===== src/rtl/v810_pkg.sv =====
// Shared types and helpers for the V810 instruction prefetch queue.
package v810_pkg;

  typedef logic [15:0] halfword_t;

  typedef enum logic {
    FETCH_IDLE,
    FETCH_WAIT
  } fetch_state_t;

  localparam logic [31:0] V810_RESET_PC = 32'hFFFF_FFF0;

  // Opcodes 6'h28 and above occupy two halfwords.
  function automatic logic insn_is_32(input halfword_t h);
    return h[15] & (h[14] | h[13]);
  endfunction

endpackage


===== src/rtl/v810_hwq.sv =====
// Halfword circular FIFO: pushes 0/1/2 halfwords and pops 0/1/2 halfwords per
// cycle. The head entry and the one after it are visible combinationally.
module v810_hwq
  import v810_pkg::*;
#(
  parameter int DEPTH = 8,
  localparam int AW = $clog2(DEPTH),
  localparam int CW = AW + 1
) (
  input  logic          clk,
  input  logic          rst_n,
  input  logic          ce,
  input  logic          clr,
  input  logic [1:0]    push_cnt,
  input  halfword_t     push_d0,
  input  halfword_t     push_d1,
  input  logic [1:0]    pop_cnt,
  output halfword_t     head0,
  output halfword_t     head1,
  output logic [CW-1:0] count
);

  halfword_t     mem [DEPTH];
  logic [AW-1:0] rd_ptr_reg;
  logic [AW-1:0] wr_ptr_reg;
  logic [CW-1:0] count_reg;

  // Storage writes; the second halfword lands one slot after the first.
  always_ff @(posedge clk) begin
    if (ce && !clr) begin
      if (push_cnt != 2'd0) begin
        mem[wr_ptr_reg] <= push_d0;
      end
      if (push_cnt == 2'd2) begin
        mem[wr_ptr_reg + AW'(1)] <= push_d1;
      end
    end
  end

  // Pointer and occupancy bookkeeping; clear wins over any push or pop.
  always_ff @(posedge clk or negedge rst_n) begin
    if (!rst_n) begin
      rd_ptr_reg <= '0;
      wr_ptr_reg <= '0;
      count_reg  <= '0;
    end else if (ce) begin
      if (clr) begin
        rd_ptr_reg <= '0;
        wr_ptr_reg <= '0;
        count_reg  <= '0;
      end else begin
        rd_ptr_reg <= rd_ptr_reg + AW'(pop_cnt);
        wr_ptr_reg <= wr_ptr_reg + AW'(push_cnt);
        count_reg  <= count_reg + CW'(push_cnt) - CW'(pop_cnt);
      end
    end
  end

  assign head0 = mem[rd_ptr_reg];
  assign head1 = mem[rd_ptr_reg + AW'(1)];
  assign count = count_reg;

endmodule


===== src/rtl/v810_prefetch.sv =====
// V810 instruction prefetch queue: fetches 32-bit words, buffers halfwords and
// presents one 16/32-bit instruction at a time with its PC. A flush redirects
// fetch; a response still in flight at flush time is dropped.
module v810_prefetch
  import v810_pkg::*;
#(
  parameter int          DEPTH    = 8,
  parameter logic [31:0] RESET_PC = V810_RESET_PC,
  localparam int         CW       = $clog2(DEPTH) + 1
) (
  input  logic        CLK,
  input  logic        RESn,
  input  logic        CE,
  output logic [31:0] MA,
  output logic        MRQn,
  input  logic        MACK,
  input  logic [31:0] MD,
  input  logic        FLUSH,
  input  logic [31:0] FLUSH_PC,
  output logic [31:0] INST,
  output logic [31:0] INST_PC,
  output logic        INST_LEN,
  output logic        INST_VALID,
  input  logic        INST_TAKE
);

  fetch_state_t  state_reg;
  logic [31:0]   ma_reg;
  logic          mrq_n_reg;
  logic [31:0]   fetch_pc_reg;
  logic [31:0]   head_pc_reg;
  logic          skip_reg;
  logic          drop_reg;

  halfword_t     head0;
  halfword_t     head1;
  logic [CW-1:0] count;
  logic          head_is_32;
  logic          inst_valid;

  logic          flush_now;
  logic          ack;
  logic          accept;
  logic          take;
  logic [1:0]    pop_cnt;
  logic [1:0]    push_cnt;
  halfword_t     push_d0;
  halfword_t     push_d1;
  logic [CW-1:0] count_next;
  logic [31:0]   fetch_pc_next;
  logic [31:0]   head_pc_next;
  logic          skip_next;
  logic          drop_next;
  logic          busy_next;
  logic          issue;

  v810_hwq #(
    .DEPTH(DEPTH)
  ) u_hwq (
    .clk     (CLK),
    .rst_n   (RESn),
    .ce      (CE),
    .clr     (flush_now),
    .push_cnt(push_cnt),
    .push_d0 (push_d0),
    .push_d1 (push_d1),
    .pop_cnt (pop_cnt),
    .head0   (head0),
    .head1   (head1),
    .count   (count)
  );

  assign head_is_32 = insn_is_32(head0);
  assign inst_valid = head_is_32 ? (count >= CW'(2)) : (count >= CW'(1));

  assign INST_VALID = inst_valid;
  assign INST_LEN   = inst_valid & head_is_32;
  assign INST_PC    = inst_valid ? head_pc_reg : 32'h0;
  assign INST       = inst_valid ? {(head_is_32 ? head1 : 16'h0000), head0} : 32'h0;
  assign MA         = ma_reg;
  assign MRQn       = mrq_n_reg;

  // Next-state values for the queue, the PC registers and the fetch decision.
  // A flush outranks both the pop and an arriving word; a word that arrives
  // while drop is set belongs to the abandoned stream and is discarded.
  always_comb begin
    flush_now = CE & FLUSH;
    ack       = CE & (state_reg == FETCH_WAIT) & MACK;
    accept    = ack & ~drop_reg & ~flush_now;
    take      = CE & inst_valid & INST_TAKE & ~FLUSH;

    pop_cnt = 2'd0;
    if (take) begin
      pop_cnt = head_is_32 ? 2'd2 : 2'd1;
    end

    push_cnt = 2'd0;
    if (accept) begin
      push_cnt = skip_reg ? 2'd1 : 2'd2;
    end
    push_d0 = skip_reg ? MD[31:16] : MD[15:0];
    push_d1 = MD[31:16];

    count_next = flush_now ? '0 : (count + CW'(push_cnt) - CW'(pop_cnt));

    fetch_pc_next = fetch_pc_reg;
    if (flush_now) begin
      fetch_pc_next = FLUSH_PC & 32'hFFFF_FFFC;
    end else if (ack && !drop_reg) begin
      fetch_pc_next = fetch_pc_reg + 32'd4;
    end

    head_pc_next = head_pc_reg;
    if (flush_now) begin
      head_pc_next = FLUSH_PC & 32'hFFFF_FFFE;
    end else if (take) begin
      head_pc_next = head_pc_reg + (head_is_32 ? 32'd4 : 32'd2);
    end

    skip_next = skip_reg;
    if (flush_now) begin
      skip_next = FLUSH_PC[1];
    end else if (accept) begin
      skip_next = 1'b0;
    end

    drop_next = drop_reg;
    if (ack) begin
      drop_next = 1'b0;
    end else if (flush_now && state_reg == FETCH_WAIT) begin
      drop_next = 1'b1;
    end

    // The outstanding word reserves two slots, so a new request is only made
    // once the current one has completed and two slots are free afterwards.
    busy_next = (state_reg == FETCH_WAIT) & ~ack;
    issue     = ~busy_next & ((CW'(DEPTH) - count_next) >= CW'(2));
  end

  // Fetch FSM with registered request outputs, plus PC, skip and drop state.
  always_ff @(posedge CLK or negedge RESn) begin
    if (!RESn) begin
      state_reg    <= FETCH_IDLE;
      ma_reg       <= 32'h0;
      mrq_n_reg    <= 1'b1;
      fetch_pc_reg <= RESET_PC;
      head_pc_reg  <= RESET_PC;
      skip_reg     <= 1'b0;
      drop_reg     <= 1'b0;
    end else if (CE) begin
      fetch_pc_reg <= fetch_pc_next;
      head_pc_reg  <= head_pc_next;
      skip_reg     <= skip_next;
      drop_reg     <= drop_next;
      case (state_reg)
        FETCH_IDLE: begin
          if (issue) begin
            state_reg <= FETCH_WAIT;
            mrq_n_reg <= 1'b0;
            ma_reg    <= fetch_pc_next;
          end
        end
        FETCH_WAIT: begin
          if (ack) begin
            if (issue) begin
              ma_reg <= fetch_pc_next;
            end else begin
              state_reg <= FETCH_IDLE;
              mrq_n_reg <= 1'b1;
            end
          end
        end
        default: begin
          state_reg <= FETCH_IDLE;
          mrq_n_reg <= 1'b1;
        end
      endcase
    end
  end

endmodule


===== config.mk =====
export PLATFORM = sky130hd
export DESIGN_NAME = v810_prefetch
export DESIGN_NICKNAME = d
export VERILOG_FILES = /design/src/rtl/v810_pkg.sv /design/src/rtl/v810_hwq.sv /design/src/rtl/v810_prefetch.sv
export SDC_FILE = /design/constraint.sdc
export NUM_CORES = 1
export LEC_CHECK = 0
export ABC_AREA = 1
export CAP_MARGIN = 20
export CORE_UTILIZATION = 32
export CTS_CLUSTER_DIAMETER = 60
export DETAILED_ROUTE_END_ITERATION = 12
export GPL_TIMING_DRIVEN = 0
export PLACE_DENSITY_LB_ADDON = 0.15
export SETUP_SLACK_MARGIN = 0.4
export SLEW_MARGIN = 15
export SYNTH_ARGS = -nofsm -noshare
export SYNTH_HDL_FRONTEND = slang
export SYNTH_SLANG_ARGS = --single-unit

===== constraint.sdc =====
create_clock -name CLK -period 4.9 [get_ports CLK]
set_input_delay 0.98 -clock CLK [delete_from_list [all_inputs] [get_ports CLK]]
set_output_delay 0.98 -clock CLK [all_outputs]
set_load 0.03 [all_outputs]

==> results of run 1 <==
metal layers:
| metal | wire length, um | global-route usage | vias up | share of wire |
|---|---|---|---|---|
| met1 | 25200 | 0.347 | 7007 | 0.43 |
| met5 | 23 | 0 | - | 0.00039 |
| met3 | 5420 | 0.0508 | 108 | 0.092 |
| met2 | 26200 | 0.399 | 731 | 0.45 |
| met4 | 1790 | 0.0813 | 4 | 0.031 |
| li1 | - | - | 7034 | - |
per-stage QoR:
| step | worst slack, ps | instance area (um^2) | cells |
|---|---|---|---|
| 2_1_floorplan | 552 | 14600 | 1982 |
| 4_1_cts | 302 | 18500 | 2822 |
| 3_5_place_dp | -542 | 17100 | 2751 |
| 5_1_grt | 272 | 18800 | 2833 |
| 3_3_place_gp | -1670 | 17000 | 2740 |
| 6_report | 463 | 18800 | 2833 |
timing repair:
| action | in CTS | in global routing |
|---|---|---|
| pin swaps | 6 | 13 |
| buffers inserted | 8 | 8 |
| setup endpoints to repair | 94 | 74 |
| resized for setup | 37 | 92 |
| gates cloned | 1 | 3 |
kinds of logic after synthesis:
| kind of cell | after synthesis | share of synthesized area |
|---|---|---|
| other | 1 | 0.000257 |
| buffers and inverters | 269 | 0.0734 |
| flip-flops | 237 | 0.456 |
| XOR/XNOR | 20 | 0.0120 |
| AO/OA/AOI/OAI | 402 | 0.155 |
| AND/OR/NAND/NOR | 1036 | 0.286 |
| adder cells (fa/ha/maj) | 17 | 0.0172 |
worst max-delay path: stages, from the launching register on:
cell and delay (ps):
dfrtp_2 500, buf_4 210, ha_1 380, inv_1 180, clkbuf_2 280, o21ai_0 150, o221ai_2 310, o31ai_1 120
nor2_1 110, clkdlybuf4s50_1 680
cells in the mapped netlist (all sizes together) (18+ instances only):
master	n
o31ai	28
a21oi	50
nand2	613
nor3	33
clkbuf	76
o21ai	273
dfrtp	52
nand3	85
inv	159
dfstp	57
edfxtp	128
nor2	277
buf	34
nand4	18
cells in the final DEF, fill, tap and decap left out, drive strengths merged, types with 2 or more instances in the layout:
cell type and count:
a31oi 4, o21bai 6, clkbuf 127, clkdlybuf4s50 123, buf 62, o21ai 273, dfrtp 52, a211oi 2
nand3 85, nor2 277, dfstp 57, dlymetal6s2s 39, nor3b 2, nor4 3, o32ai 13, a21oi 50
clkinv 8, xor2 15, nand2 614, clkinvlp 2, or2 3, o41ai 2, edfxtp 128, nand3b 2
inv 162, o221ai 14, xnor2 5, fa 5, nor3 33, o31ai 28, o211ai 3, dlygate4sd2 3
nand4 18, ha 12
power breakdown:
group / internal, mW / total (mW) / switching (mW)
registers: 2.58 / 2.90 / 0.316
clock network: 1.53 / 2.53 / 1.00
logic: 1.68 / 4.71 / 3.03
final cells by class:
class	instances	area, um^2	share of cell area
multi-input cells	1477	7030	0.374
flip-flops and latches	237	6650	0.354
repair buffers	196	2060	0.110
clock buffers	48	1030	0.0547
well taps	592	741	0.0394
inverters	159	602	0.0320
plain buffers	110	553	0.0294
clock inverters	14	123	0.00653
final timing paths:
| path | start | to | slack [ps] |
|---|---|---|---|
| min | RESn | MA[19] | 330 |
| min in group CLK | fetch_pc_reg[1] | fetch_pc_reg[1] | 470 |
| max | u_hwq.rd_ptr_reg[1] | INST[23] | 460 |
| max reg2reg | u_hwq.rd_ptr_reg[0] | MA[16] | 580 |
| max in group asynchronous | RESn | head_pc_reg[27] | 3820 |
| min reg2reg | fetch_pc_reg[1] | fetch_pc_reg[1] | 470 |
==> impl_results.md, run 1 <==
* Status: finished clean
* Final-layout fill cell count at 4572
* Total grt overflow at 0
* Final hold slack at 327 ps
* Cell variety after synth at 49
* CTS sink cnt at 237
* Layout net count at 2302
* Post-layout total power at 10.1 mW
* Post-layout util at 0.422
* Reg2Reg Depth at 27
* RSZ-0062 raised after global routing: true
* Max_slew headroom at 0.498
* Max Clock Freq at 225 MHz
* CTS tree: built
* Crit. End Element: primary output
* I/O pin cnt at 169
* CTS H-Tree Depth at 2
* Die area at 46400 um^2
* Setup TNS at 0 ps
* Min-delay worst type: in2async
* CTS Hold Bufs at 0
* Number of buffers created by CTS at 34
* Syn. warnings at 0
* Crit Path Max Fanout at 10
* Die width at 215 um
* Via density at 5.25
* Max FFs per register at 128
* Mapped cell area at 14600 um^2
* Clk_skew at 31.8 ps
* Post-Syn Nets at 2069
* Fin crit share at 0.905
* FP Rows at 77
* Critical Path RT at 3920 ps
* Initial Util at 0.327
* Initial antenna violation count at 2
* Startpoint types: flip-flop
* Detailed-route via count at 14884
* Number of synthesized flops with an enable pin at 128
* GPL Wtd Cong at 0.951
* Number of port buffers at 166
* Syn Inst Count at 1982
* Slew @ Worst Pin at 752 ps
* Yosys top cell by area: edfxtp_1
* Crit path arrival time at 3460 ps
* Vias in the first global route at 14728
* Min Tclk post-route at 4440 ps
* WS Path Type: reg2out
* P_leak at 8.63 nW
* Maximum number of pins on one net before global-route repair at 74
* Max Cap Viol at 0
* Sequential-to-total area share from yosys stat at 0.456
* Setup-failing EPs final at 0
* Drt initial violations at 1415
* Longest Clk Path Bufs at 3
* Final ANT Viol Nets at 0
* Routed len/inst at 20.7 um
* Antenna diode count at 0
* Hpwl dp at 45.0 mm
* Yosys top cell area share at 0.264
* Drt first pass iters at 5
* Root buffer cell: clkbuf_16
* Clk_lat worst skew at 540 ps
* Async set-or-reset flop fraction in the synthesized netlist at 0.460
* Area delta synth->final at 29.0%
* Mean Syn Cell Area at 7.35 um^2
* Slew Limit Fails at 0
* Pwr dens at 540 nW/um^2
* Most area-consuming cells after synthesis: edfxtp_1, nand2_1, dfstp_2
* Final Hold Vio Count at 0
* Register bit total from synthesis at 237
* Core area at 44500 um^2
* First-pass GRT wire length at 89.3 mm
* Number of remaining DRC errors at 0
* Post-synth top flop: edfxtp_1
* VDD IR-drop max at 0.269 mV
* Layout cells sized above 1 at 0.113
* Reg clk slew, reported paths at 60 ps
* GRT Util Overall at 0.253
* Die Y at 215 um
* Drt total wl at 58.7 mm
Power figures use the tool's default switching activity.
==> inputs of run 2 (changes only) <==
CORE_UTILIZATION = 45   (was 32)
clock period = 4.15 ns   (was 4.9 ns; I/O delays follow)
==> run 2 against run 1 <==
Against the previous run: the flow now finishes with violations (negative setup slack); die area fell by 29%; clock skew down 14 ps; sequential power grew 18%; worst setup slack worse by 510 ps; combinational power rose by 22%; first-iteration DRC count increased by 34%; routed wire length shrank 1.6%; non-clock buffer count up 24; flip-flop and latch count stayed put; power is 16% higher; critical endpoint is now MA[27]; largest power group unchanged.
==> impl_results.md, run 2 (synthesized netlist as in run 1, its figures left out) <==
* Status: finished, violations left
* Failing checks: negative setup slack
* Total grt overflow at 0 (unchanged)
* Min-delay worst type: in2async
* Comb power frac at 0.489 (+0.025)
* Commonest non-fill, non-tap cell in the layout: nand2_1
* Die width at 182 um (-16%)
* Fin crit share at 1.01
* Drt first pass iters at 7 (+2)
* Number of port buffers at 166 (unchanged)
* Number of buffers created by CTS at 28 (-18%)
* RSZ-0062 raised after global routing: true
* Maximum number of pins on one net before global-route repair at 81 (+9.5%)
* Antenna diode count at 0 (unchanged)
* Longest Clk Path Bufs at 3 (unchanged)
* Clk_lat worst skew at 560 ps (+20 ps)
* GRT Util Overall at 0.345 (+0.0919)
* Max_slew headroom at 0.309 (-0.189)
* Post-route setup slack at -45.0 ps (-508 ps)
* CTS sink cnt at 237 (unchanged)
* Final ANT Viol Nets at 0 (unchanged)
* Root buffer cell: clkbuf_16
* Area delta synth->final at 26.9%
* Sequential Power Share at 0.291 (+0.005)
* Setup-failing EPs final at 18 (+18)
* Via density at 5.87 (+12%)
* Max Cap Viol at 0 (unchanged)
* Most frequent cells in the layout: nand2_1, nor2_1, o21ai_0
* Final-layout fill cell count at 2934 (-36%)
* CTS H-Tree Depth at 1 (-1)
* Max FFs per register at 128 (unchanged)
* GPL Wtd Cong at 1.02 (+7.1%)
* Detailed-route via count at 15602 (+4.8%)
* Hpwl dp at 42.4 mm (-5.8%)
* VDD IR-drop max at 0.353 mV (+31%)
* FP Rows at 65 (-16%)
* Crit. End Element: flip-flop
* CTS tree: built
* Layout net count at 2319 (+0.74%)
* Worst path max stage delay at 460 ps (-220 ps)
* Die area at 33100 um^2 (-29%)
* Die Y at 182 um (-16%)
* Crit path arrival time at 4640 ps (+1180 ps)
* Drt initial violations at 1897 (+34%)
* Number of remaining DRC errors at 0 (unchanged)
* Critical Path RT at 4600 ps (+680 ps)
* Startpoint types: flip-flop
* Clk_skew at 17.6 ps (-14.3 ps)
* I/O pin cnt at 169 (unchanged)
* Crit-path most repeated cell: inv_2
* Pre-CTS WS at -957 ps (-415 ps)
* CTS Hold Bufs at 0 (unchanged)
* Finished Layout Cells at 2656 (-6.2%)
* Final Hold Vio Count at 0 (unchanged)
* Placed insts at 2560 (-6.9%)
* Initial antenna violation count at 0 (-2)
* Initial Util at 0.459 (+0.132)
* Reg clk slew, reported paths at 60 ps (about the same)
* P_leak at 8.23 nW (-4.6%)
* Sw Ratio at 0.435 (+0.00604)
* Slew Limit Fails at 0 (unchanged)
* Drt total wl at 57.8 mm (-1.6%)
* Net switching power of the design at 5.13 mW (+18%)
* WS Path Type: reg2reg
* P_int at 6.66 mW (+15%)
* Clk pwr share at 0.221 (-0.029)
* Vias in the first global route at 14374 (-2.4%)
* Slowest CP cell: dfrtp_2
* Crit Path Max Fanout at 6 (-4)
* Routed len/inst at 21.8 um (+5.0%)
* Max Clock Freq at 238 MHz
* Slew @ Worst Pin at 1030 ps (+273 ps)
* Layout cells sized above 1 at 0.162 (+0.0486)
* First-pass GRT wire length at 85.9 mm (-3.8%)
* Core area at 31700 um^2 (-29%)
* Worst r2r src: u_hwq.rd_ptr_reg[0]
* Worst setup startpoint: u_hwq.rd_ptr_reg[0]
* Pwr dens at 637 nW/um^2 (+18%)
* Min Tclk post-route at 4200 ps
-- run 2: cell types whose count changed in the layout (fill, tap and decap cells not counted), sizes merged --
cell | previous run | this run
clkbuf | 127 | 138
bufinv | 1 | 2
clkdlybuf4s50 | 123 | 100
clkinvlp | 2 | 0
clkinv | 8 | 7
dlymetal6s2s | 39 | 0
buf | 62 | 115
nand2 | 614 | 613
inv | 162 | 161
clkdlybuf4s15 | 0 | 15
-- run 2: worst paths after layout --
check | to | slack [ps] | depth (start not counted)
max | MA[27] | -50 | 29
min | u_hwq.rd_ptr_reg[2] | 170 | 1
max reg2reg | MA[27] | -50 | 29
min reg2reg | fetch_pc_reg[0] | 460 | 2
max in group asynchronous | MRQn | 3260 | 2
min in group CLK | fetch_pc_reg[0] | 460 | 2
-- run 2: layer usage --
metal,vias up,track usage,share of wire,wire [um]
li1,7056,-,-,-
met2,1038,0.491,0.41,23700
met1,7366,0.508,0.42,24300
met3,142,0.0917,0.14,8110
met5,-,0,0,0
met4,0,0.107,0.028,1640
-- run 2: per-stage QoR --
step	cell area, um^2	total power, mW	TNS (ps)	util	hold WS, ps
final	18500	11.8	-529	0.583	165
after global routing	18500	12.3	-5600	0.583	171
after CTS	18400	11.5	-448	0.580	162
after detailed placement	16900	8.64	-28640	0.534	448
after global placement	16800	8.56	-281880	0.529	440
after floorplan	14600	6.62	0	-	426
-- run 2: cell type report --
type	count	area, um^2	area share
inverter	159	604	0.0327
clock buffer	41	855	0.0462
buffer	110	614	0.0332
clock inverter	11	125	0.00677
tap	402	503	0.0272
timing repair buffer	220	1970	0.106
multi-input combinational	1476	7180	0.388
sequential	237	6650	0.359
-- run 2: what timing repair did --
| action | 4_1_cts | 5_1_grt |
|---|---|---|
| endpoints found under the setup margin | 99 | 101 |
| setup buffers | 34 | 6 |
| gates cloned | 4 | 0 |
| pin swaps | 27 | 19 |
| gates resized for setup | 279 | 132 |
-- run 2: power groups by stage --
stage,Combinational (mW),Clock [mW],Sequential (mW)
2_1_floorplan,3.02,0,3.60
3_3_place_gp,5.12,0,3.44
3_5_place_dp,5.20,0,3.44
4_1_cts,5.55,2.59,3.41
5_1_grt,6.17,2.70,3.47
6_report,5.76,2.60,3.43
-- run 2: critical path: cells and delay by family, from the launching register on --
family	cells	cell delay, ps
AND/OR/NAND/NOR	14	1350
adder cells (fa/ha/maj)	3	1020
buffers and inverters	10	980
flip-flops	1	460
AO/OA/AOI/OAI	1	160
XOR/XNOR	1	70
